`src/rtl/shiftreg_seq.sv`:
```
// Symbol shift register feeding the code emitter. It holds REGS slots of BITS bits,
// and each command shifts the register left by shamt bits, at most STEP bits per cycle.
// Latency: ceil(shamt/STEP) BUSY cycles after accept, then a done pulse (shamt=0: done next cycle).
// Backpressure: cmd_ready is high only in IDLE. load and cmd_valid are ignored while BUSY.
//
// Ports:
//   clk, rst            clock and synchronous active-high reset
//   cmd_valid/cmd_ready command handshake; shamt and mode are sampled on accept
//   load, load_data     IDLE-only register load; load takes priority over a command
//   out                 top slot captured on accept
//   done, err           completion pulse; err marks a zero-fill shift that underflowed fill
//   fill, empty         count of valid bits, and fill==0
module shiftreg_seq #(
  parameter int REGS   = 8,
  parameter int BITS   = 3,
  parameter int SHIFTS = 10,
  parameter int STEP   = 3,
  parameter int FW     = $clog2(REGS*BITS+1)
) (
  input  logic                   clk,
  input  logic                   rst,
  input  logic                   cmd_valid,
  output logic                   cmd_ready,
  input  logic [SHIFTS-1:0]      shamt,
  input  logic                   mode,
  input  logic                   load,
  input  logic [REGS*BITS-1:0]   load_data,
  output logic [BITS-1:0]        out,
  output logic                   done,
  output logic                   err,
  output logic [FW-1:0]          fill,
  output logic                   empty
);

  localparam int W  = REGS * BITS;
  localparam int CW = (SHIFTS > FW) ? SHIFTS : FW;
  localparam logic [SHIFTS-1:0] STEP_S = SHIFTS'(STEP);

  // Slot i holds REGS-1-i, so the first symbol extracted is 0.
  function automatic logic [W-1:0] reset_image();
    logic [W-1:0] img;
    img = '0;
    for (int i = 0; i < REGS; i++) begin
      img[BITS*i +: BITS] = BITS'(REGS - 1 - i);
    end
    return img;
  endfunction

  localparam logic [W-1:0] RST_IMG = reset_image();

  typedef enum logic {IDLE, BUSY} state_t;

  state_t             state_q;
  logic [W-1:0]       data_q;
  logic [BITS-1:0]    out_q;
  logic [FW-1:0]      fill_q;
  logic [SHIFTS-1:0]  rem_q;
  logic               mode_q;
  logic               err_pend_q;
  logic               done_q;
  logic               err_q;

  // Per-cycle shift step and the shifted register image.
  logic [SHIFTS-1:0]  step_d;
  logic [SHIFTS-1:0]  rem_d;
  logic [2*W-1:0]     dbl_d;
  logic [W-1:0]       shift_d;
  // Fill accounting for a zero-fill accept, compared at a common width.
  logic [CW-1:0]      shamt_w;
  logic [CW-1:0]      fill_w;
  logic               under_d;
  logic [FW-1:0]      fill_d;

  always_comb begin
    step_d  = (rem_q < STEP_S) ? rem_q : STEP_S;
    rem_d   = rem_q - step_d;
    // Shifting the doubled word moves the top bits into the low half, which gives the rotate.
    dbl_d   = {data_q, data_q} << step_d;
    shift_d = mode_q ? dbl_d[2*W-1:W] : (data_q << step_d);
    shamt_w = CW'(shamt);
    fill_w  = CW'(fill_q);
    under_d = shamt_w > fill_w;
    // shamt == fill empties the register exactly and is not an underflow.
    fill_d  = (shamt_w >= fill_w) ? '0 : FW'(fill_w - shamt_w);
  end

  always_ff @(posedge clk) begin
    if (rst) begin
      state_q    <= IDLE;
      data_q     <= RST_IMG;
      out_q      <= '0;
      fill_q     <= FW'(W);
      rem_q      <= '0;
      mode_q     <= 1'b0;
      err_pend_q <= 1'b0;
      done_q     <= 1'b0;
      err_q      <= 1'b0;
    end else begin
      done_q <= 1'b0;
      err_q  <= 1'b0;
      case (state_q)
        IDLE: begin
          if (load) begin
            data_q <= load_data;
            fill_q <= FW'(W);
          end else if (cmd_valid) begin
            out_q      <= data_q[W-1 -: BITS];
            rem_q      <= shamt;
            mode_q     <= mode;
            err_pend_q <= ~mode & under_d;
            if (!mode) begin
              fill_q <= fill_d;
            end
            if (shamt == '0) begin
              done_q <= 1'b1;
            end else begin
              state_q <= BUSY;
            end
          end
        end
        BUSY: begin
          data_q <= shift_d;
          rem_q  <= rem_d;
          if (rem_d == '0) begin
            state_q <= IDLE;
            done_q  <= 1'b1;
            err_q   <= err_pend_q;
          end
        end
        default: state_q <= IDLE;
      endcase
    end
  end

  assign cmd_ready = (state_q == IDLE);
  assign out       = out_q;
  assign done      = done_q;
  assign err       = err_q;
  assign fill      = fill_q;
  assign empty     = (fill_q == '0);

endmodule

```
`config.mk`:
```
export PLATFORM = sky130hd
export DESIGN_NAME = shiftreg_seq
export DESIGN_NICKNAME = d
export VERILOG_FILES = /design/src/rtl/shiftreg_seq.sv
export SDC_FILE = /design/constraint.sdc
export NUM_CORES = 1
export LEC_CHECK = 0
export CAP_MARGIN = 20
export CORE_MARGIN = 2
export CORE_UTILIZATION = 45
export CTS_CLUSTER_DIAMETER = 80
export DETAILED_ROUTE_END_ITERATION = 8
export GPL_TIMING_DRIVEN = 1
export MAX_ROUTING_LAYER = met4
export PLACE_DENSITY = 0.71
export SYNTH_ARGS = -nofsm -noshare
export SYNTH_HDL_FRONTEND = slang
export SYNTH_SLANG_ARGS = --single-unit
```
`constraint.sdc`:
```
create_clock -name clk -period 2.2 [get_ports clk]
set_input_delay 0.44 -clock clk [delete_from_list [all_inputs] [get_ports clk]]
set_output_delay 0.44 -clock clk [all_outputs]
set_load 0.05 [all_outputs]
```
==> summary.txt, run 1 <==
Drt
  – Count of TritonRoute iterations in the first routing pass: 5
  – Post-route antenna net violation count: 0
  – Final routed wirelength across all metal layers: 10400 um
  – Post-detailed-route via-to-cell ratio: 5.86
  – Total number of vias: 3586
  – Average detailed-routed wire length per instance: 16.9 um
  – Remaining routing DRC violations: 0
  – Number of DRC markers after the initial detailed-route iteration: 153

Place
  – Port-buffer cells: 50
  – Detailed placer's ending HPWL: 7220 um
  – RD Place Congestion: 0.872

Worst setup path
  – Kind of launch point of the worst setup path: flip-flop
  – Type of the worst setup path: reg -> reg
  – Critical register-to-register path startpoint: rem_q[4]
  – Flop2flop setup slack: 0.01 ns
  – Terminus of the critical flop-to-flop path: state_q
  – Largest fanout of any net on the critical path: 6
  – Crit end category: flip-flop
  – Data arrival at the endpoint of the critical path: 2.38 ns
  – Worst Reg-to-Reg Cells: 7
  – Critical path required time: 2.39 ns

Yosys
  – Post-synthesis instance area: 0.00336 mm^2
  – Proportion of register bits with asynchronous set or reset after synthesis: 0
  – Average cell area after synthesis: 7.92 um^2
  – Top flip-flop cell by instance count after synthesis: sky130_fd_sc_hd__dfxtp_1
  – Flops & latches, synth: 47
  – Distinct cell type count of the synthesized netlist: 52
  – Post-synth net total: 474
  – Post-synthesis sequential area ratio: 0.280
  – Number of synthesized flops with an enable pin: 0
  – Number of instances in the synthesized netlist: 424
  – Count of yosys warnings during synthesis: 0

Power
  – Peak supply drop: 0.000320 V
  – PD cells: 693 mW/mm^2
  – Power consumption: 3.22 mW
  – Static leakage: 1.84 nW

Timing
  – Hold Vio Cnt, Final: 0
  – Final clock skew: 0.00387 ns
  – Headroom to the max-slew limit: 0.580
  – Fin. max-slew vios: 0
  – Period utilisation layout: 0.994
  – Achievable frequency: 0.457 GHz
  – Transition at the pin with the smallest max-transition slack: 0.627 ns
  – RSZ-0062 raised after global routing: yes
  – Final setup violation count: 0
  – Time the final worst path needs with I/O delays and setup: 2.19 ns

Run status
  – Outcome: completed

Final layout
  – Layout overhead on the synthesized area: 38.5%
  – Total area of sequential cells: 948 um^2
  – Filler Cell Count: 637
  – Combined area of the multi-input logic cells: 0.00238 mm^2
  – Post-Route Utilization: 0.641
  – Final net count: 562
  – Antenna diode count: 0
  – Share of cells above drive strength 1: 0.222

Clocking
  – Source-to-sink clock delay at the later pin of the worst-skew pair: 0.30 ns
  – Total CTS buffers: 5
  – Clock tree from TritonCTS: built
  – Buffer depth of the longest clock path: 2
  – Root cell of the clock tree: sky130_fd_sc_hd__clkbuf_8
  – Cts-stage hold buffer count: 0
  – Number of H-tree branching levels: 2
  – Num Clock Sinks: 47
  – Post-CTS clock slew at the launch and capture registers of the worst setup and hold paths: 0.09 ns

Hold path
  – Hold path startpoint: err_pend_q
  – Worst hold path type: reg -> reg
  – Hold Path Sink: err_pend_q
  – Instance count along the most critical hold path: 2

Global routing
  – Residual overflow from global routing: 0
  – Wire length of the first global-routing pass: 16900 um
  – Number of antenna violations at the first check in global routing: 0
  – Vias in the first global route: 3388
  – Pin count of the biggest net entering global routing: 38
  – Total routing usage reported by global routing: 0.255

Die
  – IO Count: 51
  – Area enclosed by the die boundary: 0.00817 mm^2
  – Number of placement rows: 31
  – Area of the core region: 0.00725 mm^2
  – Die height: 90.4 um
  – Die X: 90.4 um
  – Starting density of the core: 0.463

Flow run
  – Maxcap violations: 0
[worst max-delay path: stages, from the launching register on]
cell                        delay [ns]
sky130_fd_sc_hd__dfxtp_4          0.38
sky130_fd_sc_hd__nor4_4           0.29
sky130_fd_sc_hd__buf_6            0.17
sky130_fd_sc_hd__a31oi_2          0.13
sky130_fd_sc_hd__buf_4            0.18
sky130_fd_sc_hd__a211oi_1         0.50
sky130_fd_sc_hd__o2111ai_4        0.24
sky130_fd_sc_hd__o2bb2ai_2        0.18
[logic make-up after synthesis]
| kind of cell | Yosys count | synth area share |
|---|---|---|
| AO/OA/AOI/OAI | 129 | 0.250 |
| flip-flops | 47 | 0.280 |
| adder cells (fa/ha/maj) | 11 | 0.0432 |
| AND/OR/NAND/NOR | 132 | 0.200 |
| XOR/XNOR | 5 | 0.0130 |
| buffers and inverters | 49 | 0.0574 |
| multiplexers | 51 | 0.156 |
[flip-flops by register name, summed over array words and instances, names as in the netlist]
signal and count:
data_q 24, rem_q 10, fill 5, out 3, done 1, err 1, err_pend_q 1, mode_q 1
state_q 1
[stage by stage]
| step | instances | hold slack, ns | setup WS, ns | TNS (ns) | cell area, um^2 |
|---|---|---|---|---|---|
| global route | 612 | 0.488 | -0.0849 | -0.246 | 4650 |
| finish | 612 | 0.467 | 0.0132 | 0 | 4650 |
| floorplan | 424 | 0.414 | 0.00156 | 0 | 3360 |
| detailed placement | 598 | 0.451 | -0.416 | -1.68 | 4320 |
| global placement | 598 | 0.446 | -0.297 | -0.801 | 4320 |
| CTS | 610 | 0.469 | -0.0470 | -0.0512 | 4530 |
[cell usage in the layout (no fill, tap or decap), types with 3 or more instances in the layout]
cell,n
sky130_fd_sc_hd__ha_1,8
sky130_fd_sc_hd__a31oi_1,4
sky130_fd_sc_hd__nand3_1,7
sky130_fd_sc_hd__nor4_4,4
sky130_fd_sc_hd__clkdlybuf4s50_1,47
sky130_fd_sc_hd__dfxtp_1,43
sky130_fd_sc_hd__buf_4,61
sky130_fd_sc_hd__nand2b_1,7
sky130_fd_sc_hd__or3_1,10
sky130_fd_sc_hd__a211oi_1,9
sky130_fd_sc_hd__a21oi_1,26
sky130_fd_sc_hd__or2_2,3
sky130_fd_sc_hd__dfxtp_2,3
sky130_fd_sc_hd__xnor2_1,3
sky130_fd_sc_hd__a21o_1,4
sky130_fd_sc_hd__o32a_1,3
sky130_fd_sc_hd__o31ai_1,4
sky130_fd_sc_hd__mux2_2,10
sky130_fd_sc_hd__inv_1,16
sky130_fd_sc_hd__mux2i_1,41
sky130_fd_sc_hd__nor3_1,7
sky130_fd_sc_hd__clkbuf_8,6
sky130_fd_sc_hd__o21ai_0,37
sky130_fd_sc_hd__nand2_1,39
sky130_fd_sc_hd__o2bb2ai_1,7
sky130_fd_sc_hd__nor2_1,31
sky130_fd_sc_hd__nand4_1,4
sky130_fd_sc_hd__a221oi_1,10
sky130_fd_sc_hd__nor2b_1,4
sky130_fd_sc_hd__buf_12,3
sky130_fd_sc_hd__o211ai_1,3
[Yosys cell counts, drive strengths merged, types with 9 or more instances]
| cell | number | share of area |
|---|---|---|
| a211oi | 9 | 0.020 |
| a21oi | 27 | 0.040 |
| a221oi | 10 | 0.026 |
| buf | 13 | 0.017 |
| clkbuf | 19 | 0.021 |
| dfxtp | 47 | 0.28 |
| ha | 10 | 0.037 |
| inv | 17 | 0.019 |
| mux2 | 10 | 0.034 |
| mux2i | 41 | 0.12 |
| nand2 | 40 | 0.045 |
| nor2 | 32 | 0.036 |
| nor3 | 9 | 0.015 |
| o21ai | 40 | 0.060 |
| or3 | 10 | 0.019 |
[worst max path at each step]
stage,to,from,depth (start not counted),slack [ns]
after floorplan,data_q[10],rem_q[4],7,0.002
after global placement,fill[1],cmd_valid,6,-0.30
after detailed placement,fill[1],cmd_valid,6,-0.42
after CTS,state_q,rem_q[5],9,-0.05
after global routing,err,rem_q[4],9,-0.08
final,state_q,rem_q[4],7,0.01
[repair_timing]
action                     CTS  global route
buffers inserted             4             2
gates resized for setup     13            23
pin swaps                    9             7
setup endpoints to repair    6            18
[layout make-up]
type                       count  area share
clock buffer                   6      0.0178
clock inverter                 2     0.00753
inverter                      17      0.0137
multi-input combinational    328       0.513
sequential                    47       0.204
tap                           99      0.0266
timing repair buffer         113       0.218
[layer usage]
metal / routed length [um] / GRT usage
met3: 583 / 0.0367
met1: 4800 / 0.358
met4: 117 / 0.0615
met2: 4860 / 0.390
met5: 0 / -
[power by group]
part,total [mW],internal [mW],switching (mW)
combinational,1.49,0.713,0.775
clock,0.685,0.369,0.317
sequential,1.05,0.939,0.112
total,3.22,2.02,1.20
(Power assumes the default switching activity.)
==> run 2, diff against run 1 <==
--- a/config.mk
+++ b/config.mk
@@ -13,6 +13,7 @@
 export GPL_TIMING_DRIVEN = 1
 export MAX_ROUTING_LAYER = met4
 export PLACE_DENSITY = 0.71
+export SKIP_CTS_REPAIR_TIMING = 1
 export SYNTH_ARGS = -nofsm -noshare
 export SYNTH_HDL_FRONTEND = slang
 export SYNTH_SLANG_ARGS = --single-unit
==> summary.txt, run 2 (same netlist as run 1, synthesis figures left out) <==
Die
  – Die height: 90.4 um (unchanged)
  – Number of placement rows: 31 (unchanged)
  – Area enclosed by the die boundary: 0.00817 mm^2 (unchanged)
  – Die X: 90.4 um (unchanged)
  – Area of the core region: 0.00725 mm^2 (unchanged)
  – IO Count: 51 (unchanged)
  – Starting density of the core: 0.463 (unchanged)

Drt
  – Remaining routing DRC violations: 0 (unchanged)
  – Count of TritonRoute iterations in the first routing pass: 5 (unchanged)
  – Routed wl met2: 4890 um (was 4860 um)
  – Routed metal-1 wirelength: 4730 um (was 4800 um)
  – Met3 wire length: 597 um (was 583 um)
  – Post-detailed-route via-to-cell ratio: 5.87 (was 5.86)
  – Max layer used: met4 (unchanged)
  – Average detailed-routed wire length per instance: 17.0 um (was 16.9 um)
  – Number of DRC markers after the initial detailed-route iteration: 167 (was 153)
  – Total number of vias: 3574 (was 3586)
  – Final routed wirelength across all metal layers: 10300 um (was 10400 um)
  – Post-route antenna net violation count: 0 (unchanged)

Worst setup path
  – Terminus of the critical flop-to-flop path: state_q (unchanged)
  – Critical path required time: 2.39 ns (about the same)
  – Critical register-to-register path startpoint: rem_q[5] (was rem_q[4])
  – Kind of launch point of the worst setup path: flip-flop (unchanged)
  – Type of the worst setup path: reg -> reg (unchanged)
  – Delay of the slowest cell on the worst path: 0.37 ns (was 0.50 ns)
  – Worst Reg-to-Reg Cells: 9 (was 7)
  – Worst path most repeated cell: sky130_fd_sc_hd__nor4_4
  – Flop2flop setup slack: -0.03 ns (was 0.01 ns)
  – Cell at the slowest stage of the critical path: sky130_fd_sc_hd__dfxtp_4 (was sky130_fd_sc_hd__a211oi_1)
  – Largest fanout of any net on the critical path: 6 (unchanged)
  – Data arrival at the endpoint of the critical path: 2.42 ns (was 2.38 ns)
  – Critical Path Start: rem_q[5] (was rem_q[4])
  – Chain of cells forming the critical path: nor4_4, buf_6, a31oi_2, inv_1, ha_4, nor4_4, and3_4, o2111ai_4, o2bb2ai_2 (was nor4_4, buf_6, a31oi_2, buf_4, a211oi_1, o2111ai_4, o2bb2ai_2)
  – Crit end category: flip-flop (unchanged)

Power
  – Switching power summed over all nets: 1.19 mW (was 1.20 mW)
  – Sequential share of power: 0.328 (was 0.326)
  – Power consumption: 3.21 mW (was 3.22 mW)
  – Static leakage: 1.83 nW (was 1.84 nW)
  – Switching part of the total power: 0.372 (was 0.373)
  – Clock network fraction of total power: 0.212 (about the same)
  – PD cells: 695 mW/mm^2 (was 693 mW/mm^2)
  – Peak supply drop: 0.000318 V (was 0.000320 V)
  – Combinational Power Share: 0.460 (was 0.462)
  – Internal Power: 2.02 mW (about the same)

Hold path
  – Hold Path Sink: err_pend_q (unchanged)
  – Instance count along the most critical hold path: 2 (unchanged)
  – Hold path startpoint: err_pend_q (unchanged)
  – Worst hold path type: reg -> reg (unchanged)

Clocking
  – Total CTS buffers: 5 (unchanged)
  – Root cell of the clock tree: sky130_fd_sc_hd__clkbuf_8 (unchanged)
  – Buffer depth of the longest clock path: 2 (unchanged)
  – Number of H-tree branching levels: 2 (unchanged)
  – Clock tree from TritonCTS: built (unchanged)
  – Post-CTS clock slew at the launch and capture registers of the worst setup and hold paths: 0.09 ns (about the same)
  – Num Clock Sinks: 47 (unchanged)
  – Source-to-sink clock delay at the later pin of the worst-skew pair: 0.30 ns (about the same)

Final layout
  – Share of cells above drive strength 1: 0.216 (was 0.222)
  – Antenna diode count: 0 (unchanged)
  – Commonest cells after routing, fill and taps aside: 58 x sky130_fd_sc_hd__buf_4, 46 x sky130_fd_sc_hd__clkdlybuf4s50_1, 43 x sky130_fd_sc_hd__dfxtp_1 (was 61 x sky130_fd_sc_hd__buf_4, 47 x sky130_fd_sc_hd__clkdlybuf4s50_1, 43 x sky130_fd_sc_hd__dfxtp_1)
  – Final net count: 559 (was 562)
  – Reg with most FFs: data_q (unchanged)
  – Largest register FFs: 24 (unchanged)
  – Layout overhead on the synthesized area: 37.6% (was 38.5%)
  – Leading cell type in the layout, fill and taps excluded: sky130_fd_sc_hd__buf_4 (unchanged)

Global routing
  – Residual overflow from global routing: 0 (unchanged)
  – Number of antenna violations at the first check in global routing: 0 (unchanged)
  – Wire length of the first global-routing pass: 16600 um (was 16900 um)
  – Pin count of the biggest net entering global routing: 38 (unchanged)
  – Vias in the first global route: 3324 (was 3388)
  – Total routing usage reported by global routing: 0.249 (was 0.255)

Timing
  – Achievable frequency: 0.448 GHz (was 0.457 GHz)
  – Hold Vio Cnt, Final: 0 (unchanged)
  – Final setup violation count: 1 (was 0)
  – Final clock skew: 0.00655 ns (was 0.00387 ns)
  – Headroom to the max-slew limit: 0.614 (was 0.580)
  – RSZ-0062 raised after global routing: yes (unchanged)
  – Transition at the pin with the smallest max-transition slack: 0.576 ns (was 0.627 ns)
  – Fin. max-slew vios: 0 (unchanged)
  – Time the final worst path needs with I/O delays and setup: 2.23 ns (was 2.19 ns)
  – Period utilisation layout: 1.01 (was 0.994)
  – Post-route setup slack: -0.0308 ns (was 0.0132 ns)

Run status
  – Outcome: complete, but fails checks (was completed)
  – Violations in the final reports: setup timing

Place
  – Minimum setup slack after placement: -0.416 ns (unchanged)
  – RD Place Congestion: 0.872 (unchanged)
  – Port-buffer cells: 50 (unchanged)
  – Detailed placer's ending HPWL: 7220 um (unchanged)

Flow run
  – Maxcap violations: 0 (unchanged)
-- run 2: cell types whose count changed in the layout (fill, tap and decap cells not counted), sizes merged --
| cell | delta |
|---|---|
| clkdlybuf4s50 | -1 |
| dlymetal6s2s | +1 |
| buf | -3 |
-- run 2: routing by layer --
metal / vias to the layer above / track usage
li1: 1728 / -
met1: 1706 / 0.351
met2: 131 / 0.383
met3: 9 / 0.0342
met4: 0 / 0.0526
met5: - / -
-- run 2: cell type report --
class                      instances  area [um^2]
fill                             641         2640
clock buffer                       6         82.6
timing repair buffer             110          992
inverter                          17         63.8
tap                               99          124
clock inverter                     2         35.0
sequential                        47          948
multi-input combinational        328         2370
-- run 2: power by group through the flow --
stage                     clock network, mW  logic (mW)  registers, mW
after global routing                  0.723        1.59           1.07
after global placement                    0        1.26           1.05
after detailed placement                  0        1.29           1.06
after floorplan                           0       0.794           1.04
after CTS                             0.688        1.30           1.04
final                                 0.680        1.48           1.05
-- run 2: worst max-delay path by stage --
stage / endpoint / slack, ns / cells past startpoint
after CTS: state_q / -0.19 / 9
final: state_q / -0.03 / 9
after detailed placement: fill[1] / -0.42 / 6
after floorplan: data_q[10] / 0.002 / 7
after global placement: fill[1] / -0.30 / 6
after global routing: err / -0.14 / 9
-- run 2: metrics by stage --
step                area (um^2)  hold slack, ns  TNS [ns]  cells  utilization
floorplan                  3360           0.414         0    424            -
CTS                        4440           0.469    -0.614    606        0.612
global route               4620           0.489    -0.406    609        0.637
finish                     4620           0.469   -0.0308    609        0.637
detailed placement         4320           0.451     -1.68    598        0.596
global placement           4320           0.446    -0.801    598        0.596
-- run 2: worst max-delay path, delay by kind of cell (launching register included) --
| kind | cells | cell delay, ns |
|---|---|---|
| buf+inv | 2 | 0.31 |
| compound gates | 3 | 0.46 |
| flops | 1 | 0.37 |
| fa+ha+maj | 1 | 0.22 |
| simple gates | 3 | 0.74 |
==> run 3, diff against run 2 <==
--- a/config.mk
+++ b/config.mk
@@ -12,7 +12,7 @@
 export DETAILED_ROUTE_END_ITERATION = 8
 export GPL_TIMING_DRIVEN = 1
 export MAX_ROUTING_LAYER = met4
-export PLACE_DENSITY = 0.71
+export PLACE_DENSITY = 0.68
 export SKIP_CTS_REPAIR_TIMING = 1
 export SYNTH_ARGS = -nofsm -noshare
 export SYNTH_HDL_FRONTEND = slang
==> constraint.sdc (replaced) <==
create_clock -name clk -period 2.5 [get_ports clk]
set_input_delay 0.5 -clock clk [delete_from_list [all_inputs] [get_ports clk]]
set_output_delay 0.5 -clock clk [all_outputs]
set_load 0.05 [all_outputs]
==> summary.txt, run 3 (same netlist as run 1, synthesis figures left out) <==
Run status
  – Outcome: completed (was complete, but fails checks)

Final layout
  – Reg with most FFs: data_q (unchanged)
  – Post-Route Utilization: 0.592 (was 0.637)
  – Layout overhead on the synthesized area: 27.8% (was 37.6%)
  – Share of cells above drive strength 1: 0.137 (was 0.216)
  – Antenna diode count: 0 (unchanged)
  – Final net count: 537 (was 559)
  – Largest register FFs: 24 (unchanged)
  – Commonest cells after routing, fill and taps aside: 49 x sky130_fd_sc_hd__clkdlybuf4s50_1, 47 x sky130_fd_sc_hd__dfxtp_1, 41 x sky130_fd_sc_hd__mux2i_1 (was 58 x sky130_fd_sc_hd__buf_4, 46 x sky130_fd_sc_hd__clkdlybuf4s50_1, 43 x sky130_fd_sc_hd__dfxtp_1)
  – Leading cell type in the layout, fill and taps excluded: sky130_fd_sc_hd__clkdlybuf4s50_1 (was sky130_fd_sc_hd__buf_4)

Hold path
  – Worst hold path type: reg -> reg (unchanged)
  – Hold path startpoint: err_pend_q (unchanged)
  – Hold Path Sink: err (was err_pend_q)
  – Instance count along the most critical hold path: 2 (unchanged)

Global routing
  – Wire length of the first global-routing pass: 16000 um (was 16600 um)
  – Number of antenna violations at the first check in global routing: 0 (unchanged)
  – Vias in the first global route: 3244 (was 3324)
  – Residual overflow from global routing: 0 (unchanged)
  – Total routing usage reported by global routing: 0.242 (was 0.249)
  – Pin count of the biggest net entering global routing: 38 (unchanged)

Drt
  – Number of DRC markers after the initial detailed-route iteration: 148 (was 167)
  – Post-route antenna net violation count: 0 (unchanged)
  – Remaining routing DRC violations: 0 (unchanged)
  – Post-detailed-route via-to-cell ratio: 5.86 (was 5.87)
  – Count of TritonRoute iterations in the first routing pass: 5 (unchanged)
  – Final routed wirelength across all metal layers: 9530 um (was 10300 um)
  – Average detailed-routed wire length per instance: 16.2 um (was 17.0 um)
  – Total number of vias: 3439 (was 3574)

Timing
  – Post-Route Hold Slack: 0.467 ns (was 0.469 ns)
  – Period utilisation layout: 0.938
  – Headroom to the max-slew limit: 0.667 (was 0.614)
  – Hold Vio Cnt, Final: 0 (unchanged)
  – Final clock skew: 0.00838 ns (was 0.00655 ns)
  – Achievable frequency: 0.427 GHz
  – Time the final worst path needs with I/O delays and setup: 2.34 ns
  – Fin. max-slew vios: 0 (unchanged)
  – RSZ-0062 raised after global routing: no (was yes)
  – Transition at the pin with the smallest max-transition slack: 0.498 ns (was 0.576 ns)
  – Final setup violation count: 0 (was 1)

Worst setup path
  – Kind of launch point of the worst setup path: input pin (was flip-flop)
  – Critical Path Start: cmd_valid (was rem_q[5])
  – Type of the worst setup path: in -> reg (was reg -> reg)
  – Crit end category: flip-flop (unchanged)
  – Largest fanout of any net on the critical path: 4 (was 6)
  – Data arrival at the endpoint of the critical path: 2.57 ns (was 2.42 ns)
  – Critical register-to-register path startpoint: rem_q[5] (unchanged)
  – Worst Reg-to-Reg Cells: 6 (was 9)
  – Flop2flop setup slack: 0.18 ns (was -0.03 ns)
  – Terminus of the critical flop-to-flop path: data_q[19] (was state_q)
  – Critical path required time: 2.73 ns (was 2.39 ns)

Clocking
  – Number of H-tree branching levels: 2 (unchanged)
  – Clock tree from TritonCTS: built (unchanged)
  – Total CTS buffers: 5 (unchanged)
  – Buffer depth of the longest clock path: 2 (unchanged)
  – Source-to-sink clock delay at the later pin of the worst-skew pair: 0.30 ns (about the same)
  – Num Clock Sinks: 47 (unchanged)
  – Post-CTS clock slew at the launch and capture registers of the worst setup and hold paths: 0.09 ns (about the same)
  – Root cell of the clock tree: sky130_fd_sc_hd__clkbuf_8 (unchanged)

Die
  – IO Count: 51 (unchanged)
  – Die height: 90.4 um (unchanged)
  – Starting density of the core: 0.463 (unchanged)
  – Die X: 90.4 um (unchanged)
  – Area of the core region: 0.00725 mm^2 (unchanged)
  – Number of placement rows: 31 (unchanged)
  – Area enclosed by the die boundary: 0.00817 mm^2 (unchanged)

Place
  – RD Place Congestion: 0.895 (was 0.872)
  – Port-buffer cells: 50 (unchanged)
  – Detailed placer's ending HPWL: 7010 um (was 7220 um)

Power
  – Power consumption: 2.53 mW (was 3.21 mW)
  – PD cells: 590 mW/mm^2 (was 695 mW/mm^2)
  – Static leakage: 1.67 nW (was 1.83 nW)
  – Peak supply drop: 0.000296 V (was 0.000318 V)

Flow run
  – Maxcap violations: 0 (unchanged)
[run 3: changes by cell type in the layout (fill, tap and decap cells not counted), sizes merged]
cell	change
clkdlybuf4s50	+3
clkbuf	+2
buf	-23
bufinv	-1
dlymetal6s2s	-2
clkinv	-1
[run 3: power by group]
group	switching (mW)	total (mW)	internal [mW]
clock	0.257	0.510	0.253
sequential	0.0968	0.921	0.824
combinational	0.584	1.10	0.517
[run 3: stage by stage]
stage	TNS, ns	cell area, um^2	setup WS (ns)	instances
floorplan	0	3360	0.302	424
global placement	-0.0695	4180	-0.0695	579
detailed placement	-0.225	4180	-0.159	579
CTS	0	4280	0.136	587
global route	0	4290	0.0464	587
finish	0	4290	0.156	587
[run 3: per-layer routing]
metal  GRT usage  vias up  share of wire
met2       0.370       87           0.46
met1       0.341     1661           0.49
met4      0.0538        0         0.0049
met5           -        -              0
met3      0.0342        4          0.041
li1            -     1687              -
[run 3: worst max path at each step]
stage | to | cells after the start
floorplan | data_q[10] | 7
global placement | fill[1] | 8
detailed placement | fill[1] | 6
CTS | done | 10
global route | data_q[0] | 6
finish | fill[1] | 6
[run 3: layout make-up]
type | instances | area [um^2]
clock buffer | 8 | 100
timing repair buffer | 88 | 821
multi-input combinational | 328 | 2240
sequential | 47 | 941
inverter | 17 | 63.8
tap | 99 | 124
fill | 708 | 2960
[run 3: worst max-delay path, stage by stage]
cell	delay [ns]
sky130_fd_sc_hd__clkdlybuf4s50_1	0.46
sky130_fd_sc_hd__or3b_2	0.48
sky130_fd_sc_hd__nor4b_1	0.31
sky130_fd_sc_hd__o211ai_1	0.21
sky130_fd_sc_hd__or3b_2	0.47
sky130_fd_sc_hd__a21oi_1	0.14
